`config.mk`:
```
export PLATFORM = sky130hd
export DESIGN_NAME = sram_mem_ctrl
export DESIGN_NICKNAME = d
export VERILOG_FILES = /design/src/rtl/sram_mem_ctrl.sv
export SDC_FILE = /design/constraint.sdc
export NUM_CORES = 1
export LEC_CHECK = 0
export ABC_AREA = 1
export CAP_MARGIN = 40
export CORE_ASPECT_RATIO = 0.5
export CORE_MARGIN = 4
export CORE_UTILIZATION = 43
export DETAILED_ROUTE_END_ITERATION = 12
export HOLD_SLACK_MARGIN = 0.03
export PLACE_DENSITY = 0.87
export SLEW_MARGIN = 15
export SYNTH_ARGS = -nofsm -noshare
export SYNTH_HDL_FRONTEND = slang
export SYNTH_SLANG_ARGS = --single-unit
```
`constraint.sdc`:
```
create_clock -name clk -period 2.1 [get_ports clk]
set_clock_uncertainty 0.1 [all_clocks]
set_input_delay 0.21 -clock clk [delete_from_list [all_inputs] [get_ports clk]]
set_output_delay 0.21 -clock clk [all_outputs]
set_load 0.03 [all_outputs]
```
`src/rtl/sram_mem_ctrl.sv`:
```
`timescale 1ns/1ps
`default_nettype none
// ============================================================================
// Module  : sram_mem_ctrl
// Brief   : MEM-stage word access served as two half-word accesses on a
//           16-bit asynchronous SRAM; ready low while busy.
// Revision: 1.0
// ============================================================================
module sram_mem_ctrl #(
    parameter int          ACCESS_CYCLES = 2,
    parameter logic [31:0] BASE_ADDR     = 32'd1024
) (
    input  logic        clk,
    input  logic        rst,
    input  logic        rd_en,
    input  logic        wr_en,
    input  logic [31:0] address,
    input  logic [31:0] write_data,
    output logic [31:0] read_data,
    output logic        ready,
    output logic [17:0] sram_addr,
    output logic [15:0] sram_dq_out,
    output logic        sram_dq_oe,
    input  logic [15:0] sram_dq_in,
    output logic        sram_ce_n,
    output logic        sram_oe_n,
    output logic        sram_we_n,
    output logic        sram_ub_n,
    output logic        sram_lb_n
);

    localparam int          c_CW       = (ACCESS_CYCLES > 2) ? $clog2(ACCESS_CYCLES) : 1;
    localparam logic [c_CW-1:0] c_LAST = c_CW'(ACCESS_CYCLES - 1);

    localparam logic [1:0] c_IDLE = 2'd0;
    localparam logic [1:0] c_LOW  = 2'd1;
    localparam logic [1:0] c_HIGH = 2'd2;
    localparam logic [1:0] c_DONE = 2'd3;

    logic [1:0]      r_state;
    logic [1:0]      w_next_state;
    logic [c_CW-1:0] r_cnt;
    logic [31:0]     r_addr;
    logic [31:0]     r_wdata;
    logic            r_op;
    logic [31:0]     r_rdata;
    logic            w_req;
    logic            w_active;
    logic            w_last;
    logic [16:0]     w_word;

    assign w_req    = rd_en | wr_en;
    assign w_active = (r_state == c_LOW) || (r_state == c_HIGH);
    assign w_last   = w_active && (r_cnt == c_LAST);
    // Word index relative to the SRAM window; byte lane bits and anything above bit 18 drop out.
    assign w_word   = 17'((r_addr - BASE_ADDR) >> 2);

    always_ff @(posedge clk or negedge rst) begin
        if (!rst) begin
            r_state <= c_IDLE;
        end else begin
            r_state <= w_next_state;
        end
    end

    always_comb begin
        w_next_state = r_state;
        case (r_state)
            c_IDLE:  if (w_req)  w_next_state = c_LOW;
            c_LOW:   if (w_last) w_next_state = c_HIGH;
            c_HIGH:  if (w_last) w_next_state = c_DONE;
            c_DONE:  w_next_state = c_IDLE;
            default: w_next_state = c_IDLE;
        endcase
    end

    always_ff @(posedge clk or negedge rst) begin
        if (!rst) begin
            r_cnt   <= '0;
            r_addr  <= '0;
            r_wdata <= '0;
            r_op    <= 1'b0;
            r_rdata <= '0;
        end else begin
            if (w_active && !w_last) begin
                r_cnt <= r_cnt + 1'b1;
            end else begin
                r_cnt <= '0;
            end
            if (r_state == c_IDLE && w_req) begin
                r_addr  <= address;
                r_wdata <= write_data;
                r_op    <= wr_en;
            end
            // Sample the SRAM on the final cycle of each read phase, after its access time.
            if (w_last && !r_op) begin
                if (r_state == c_HIGH) begin
                    r_rdata[31:16] <= sram_dq_in;
                end else begin
                    r_rdata[15:0] <= sram_dq_in;
                end
            end
        end
    end

    always_comb begin
        read_data   = r_rdata;
        ready       = ~w_req | (r_state == c_DONE);
        sram_addr   = '0;
        sram_dq_out = '0;
        sram_dq_oe  = 1'b0;
        sram_ce_n   = 1'b1;
        sram_oe_n   = 1'b1;
        sram_we_n   = 1'b1;
        sram_ub_n   = 1'b1;
        sram_lb_n   = 1'b1;
        if (w_active) begin
            sram_ce_n = 1'b0;
            sram_ub_n = 1'b0;
            sram_lb_n = 1'b0;
            sram_addr = {w_word, (r_state == c_HIGH)};
            if (r_op) begin
                sram_dq_oe  = 1'b1;
                sram_dq_out = (r_state == c_HIGH) ? r_wdata[31:16] : r_wdata[15:0];
                // Release WE a cycle early so address and data hold past the write edge.
                sram_we_n   = w_last;
            end else begin
                sram_oe_n = 1'b0;
            end
        end
    end

endmodule
`default_nettype wire
```
; Word-level counts from Yosys, hierarchy flattened
; Cells that the tools add are included.
; Widths: inputs -> output; s select.
[word_totals]
out_inout_bits = 73
inputBits = 84
register_bits = 87
wordCells = 45
[op_classes]
n_bitwise = 4
eq_ne = 6
mux = 15
n_reduce_logical = 11
add_sub_neg = 2
[ops]
columns = op, n
row1 = $mux 16, 3
row2 = $sub 19x11->19 const B, 1
row3 = $mux 18, 1
row4 = $pmux 2 s4, 1
row5 = $mux 1, 7
row6 = $mux 2, 3
row7 = $ne 2x2->1 const B, 3
row8 = $eq 2x2->1 const B, 2
row9 = $logic_and 1x1->1, 4
row10 = $reduce_and 2->1, 2
row11 = $reduce_and 3->1, 1
row12 = $eq 2x1->1 const B, 1
row13 = $logic_not 1->1, 2
row14 = $logic_not 2->1, 1
row15 = $not 1->1, 2
row16 = $or 1x1->1, 2
row17 = $add 1x1->1 const B, 1
row18 = $logic_or 1x1->1, 1

; Logic depth before layout (Yosys ltp)
; Gate-level depths: netlist (run 1).
[depth]
word_depth = 6
mapped_depth = 9
ltp_nobuf = 7

; Worst setup path before layout (run 1)
; No wires, ideal clock.
[synth_path]
kind = register -> output
startpoint = reg r_state[0]
endpoint = out sram_dq_out[10]
path_buffers = 2
arrival_ns = 1.853
setup_slack_ns = -0.063
stages_incl_launch_ff = 7
required_ns = 1.790
path_cell_list = dfrtp_1 inv_1 ha_1 buf_4 nand2_2 buf_2 nor3_1
[synth_between]
elab_chain_len = 4
word_cells_on_any_way = 6
cone_classes = eq/ne (2) / mux (3) / reduce/logical (1)
[synth_lines]
columns = item, line
row1 = from (decl), 40  ; logic [1:0] r_state;
row2 = from (signal assigned), 60  ; r_state <= c_IDLE;
row3 = from (signal assigned), 62  ; r_state <= w_next_state;
row4 = $eq 2x2->1, "53, 124"
row5 = $mux 16, 124  ; sram_dq_out = (r_state == c_HIGH) ? r_wdata[31:16] : r_wdata[15:0];
row6 = $mux 16, 122  ; if (r_op) begin
row7 = $mux 16 (*), 117  ; if (w_active) begin
row8 = to (decl), 22  ; output logic [15:0] sram_dq_out,
; Mark *: on every way between the ends. The rest lies on a longest branch, timed or not.

; Final worst setup path (run 1)
; Same ends and word-level chain as after synthesis.

==> results.ini, run 1 <==
[global_route]
grt_max_degree = 52
first_global_vias = 3397
use_met3_pct = 4.19
grt_first_pass_wirelength_um = 16400
grt_overflow = 0
met1_usage_pct = 24.3
busiest_layer = met2
track_usage_pct = 19.6
use_met2_pct = 34.4
antenna_found_initial = 0

[power]
clkPwrFrac_pct = 14.2
p_int_uw = 6390
p_leak_uw = 0.00305
p_per_area_nw_per_um2 = 2010
ir_worst_vdd_mv = 0.884
netSwitchingFraction_pct = 47.2
combPwrFrac_pct = 61.2
p_switching_uw = 5720
power_frac_seq_pct = 24.6

[placement]
place_congestion = 0.921
place_inst = 721
port_buffers = 141
post-dp-hpwl_um = 7280
dpl-instance-area_um2 = 5300

[die]
die_x_um = 141
dieHeight_um = 74.7
io_pins = 157
die_area_um2 = 10600
core_um2 = 8320
fp-row-count = 23
start_util_pct = 46.0

[critical_path]
critPathTopFamily = buffers and inverters
path_class = reg2out
crit_fanout = 5
cp_slowest_cell = dfrtp_1
crit_path_end_kind = output port
cp.arrival_ns = 1.85
crit_required_ns = 1.79
r2r_end = read_data[1]
crit_start = r_state[0]
r2r_cells = 10
cp_cell_sequence = inv_2 -> ha_4 -> nand2_8 -> buf_12 -> nor3_4 -> buf_6
start_kind = register
cp_num_buf_inv = 3
r2r_slack_ns = 0.05
path_depth = 6
endpoint = sram_dq_out[10]
max_stage_delay_ns = 0.40
r2r-start = r_state[0]

[layout]
area_delta_synth_final_pct = 57.4
seq_area_um2 = 2130
final_cell_mix = 193 x nand2_1, 99 x clkdlybuf4s50_1, 85 x dfrtp_1
final_common_cell = nand2_1
fin_nets = 725
multiInputGateArea_um2 = 1590
fin_cells = 751
drive_above_1_share_pct = 17.7
nFillCells = 557
final_area_um2 = 6020
diodes = 0

[min_path]
hp-class = in2async

[routing]
routedWlPerCell_um = 16.4
num_vias = 3836
drt_iter0_drc = 342
via_per_inst = 5.11
detail-route-antenna-nets = 0
firstDrtPassIters = 8
wl_um = 12300
drc = 0

[cts]
cts-root-buf = clkbuf_16
numCtsBuffers = 9
clk_pin_slew_ns = 0.07
clkSinkCount = 85
clockBufferDepth = 2
clkLatencyLatePin_ns = 0.34
cts_tree = done
h-tree-depth = 3

[sta]
period_needed_ns = 2.16
fmax_ghz = 0.463
slew_headroom_pct = 69.2
slew_violations = 0
setup_violations = 12
rsz0062_at_grt = yes
hold_ws_ns = 0.287
period_share_pct = 103
hold_violations = 0
tightestPinTransition_ns = 0.461
setup_ws_ns = -0.0584

[synthesis]
syn_nets = 571
ys_warn_count = 0
ys_top_cells_by_area = dfrtp_1 56%, nand2_1 19%, nor2_1 4.7%
avgSynthCellArea_um2 = 7.97
ys_seq_elements = 85
synth_area_um2 = 3830
synth_cells = 480
synth_cell_types = 20
yosysTopAreaCell = dfrtp_1
ys_seq_area_share_pct = 55.6
synth_top_area_share_pct = 55.6

[run_status]
status = finished, violations left
violations = negative setup slack

[flow_run]
max_cap_violations = 0

[kinds of logic after synthesis]
family | Yosys count | share of synthesized area, %
compound gates | 53 | 7.03
fa+ha+maj | 7 | 2.29
buf+inv | 66 | 7.62
flops | 85 | 55.6
simple gates | 269 | 27.5
[layout make-up]
| cell class | instances | area share (%) |
|---|---|---|
| sequential | 85 | 35.3 |
| timing repair buffer | 166 | 27.9 |
| multi-input combinational | 330 | 26.5 |
| clock buffer | 9 | 3.74 |
| inverter | 42 | 2.66 |
| tap | 112 | 2.33 |
| clock inverter | 7 | 1.60 |
[through the flow]
| step | setup slack [ns] | total power, µW | utilization [%] | TNS (ns) |
|---|---|---|---|---|
| detailed placement | 0.0680 | 9180 | 63.8 | 0 |
| CTS | -0.0112 | 11100 | 68.9 | -0.0220 |
| global route | -0.0945 | 12800 | 72.4 | -1.76 |
| global placement | 0.112 | 9020 | 63.8 | 0 |
| floorplan | -0.0632 | 6800 | - | -0.513 |
| finish | -0.0584 | 12100 | 72.4 | -0.355 |
[layer usage]
metal,vias up,wire (µm)
li1,1780,-
met1,1786,4760
met2,217,6160
met3,53,860
met4,0,505
met5,-,0
[cell usage after synthesis]
master	n
a21oi_1	5
inv_1	40
dfrtp_1	85
clkbuf_1	7
o21ai_1	32
inv_2	1
nand3_1	6
nand2_2	3
o21ai_0	15
buf_2	11
buf_4	4
nor2_1	48
nor3_1	15
nand2_1	194
or2_2	2
o21ai_2	1
clkinv_1	1
buf_6	2
nor2_2	1
ha_1	7
[power groups by stage]
stage / Sequential [µW] / Clock, µW / Combinational [µW]
finish: 2980 / 1710 / 7420
global route: 3060 / 1810 / 7880
CTS: 2910 / 1730 / 6460
detailed placement: 2930 / 0 / 6250
global placement: 2900 / 0 / 6120
floorplan: 3480 / 0 / 3320
[sequential cells by signal, summed over array words and instances, names as in the netlist]
| signal | flops |
|---|---|
| read_data | 32 |
| r_wdata | 32 |
| r_cnt | 1 |
| r_state | 2 |
| r_addr | 17 |
| r_op | 1 |
[repair_timing]
item,4_1_cts,5_1_grt
hold buffers,1,0
gates cloned,0,3
setup endpoints to repair,26,23
buffers inserted,3,7
resized for setup,23,41
pin swaps,0,9
hold endpoints to repair,34,0
[worst min path at each step]
stage / from / end / cells after the start
final: rst / r_wdata[2] / 2
after global routing: write_data[16] / r_wdata[16] / 3
after CTS: rst / r_wdata[11] / 2
after detailed placement: rst / r_addr[5] / 1
after global placement: rst / r_addr[7] / 1
after floorplan: rst / r_addr[10] / 0
No activity file was read; power rests on OpenSTA's default activity.
==> run 2, diff against run 1 <==
SLEW_MARGIN = not set   (was 15)
==> results of run 2 <==
Same layout as run 1: the final DEF is identical, and so are final timing and power.
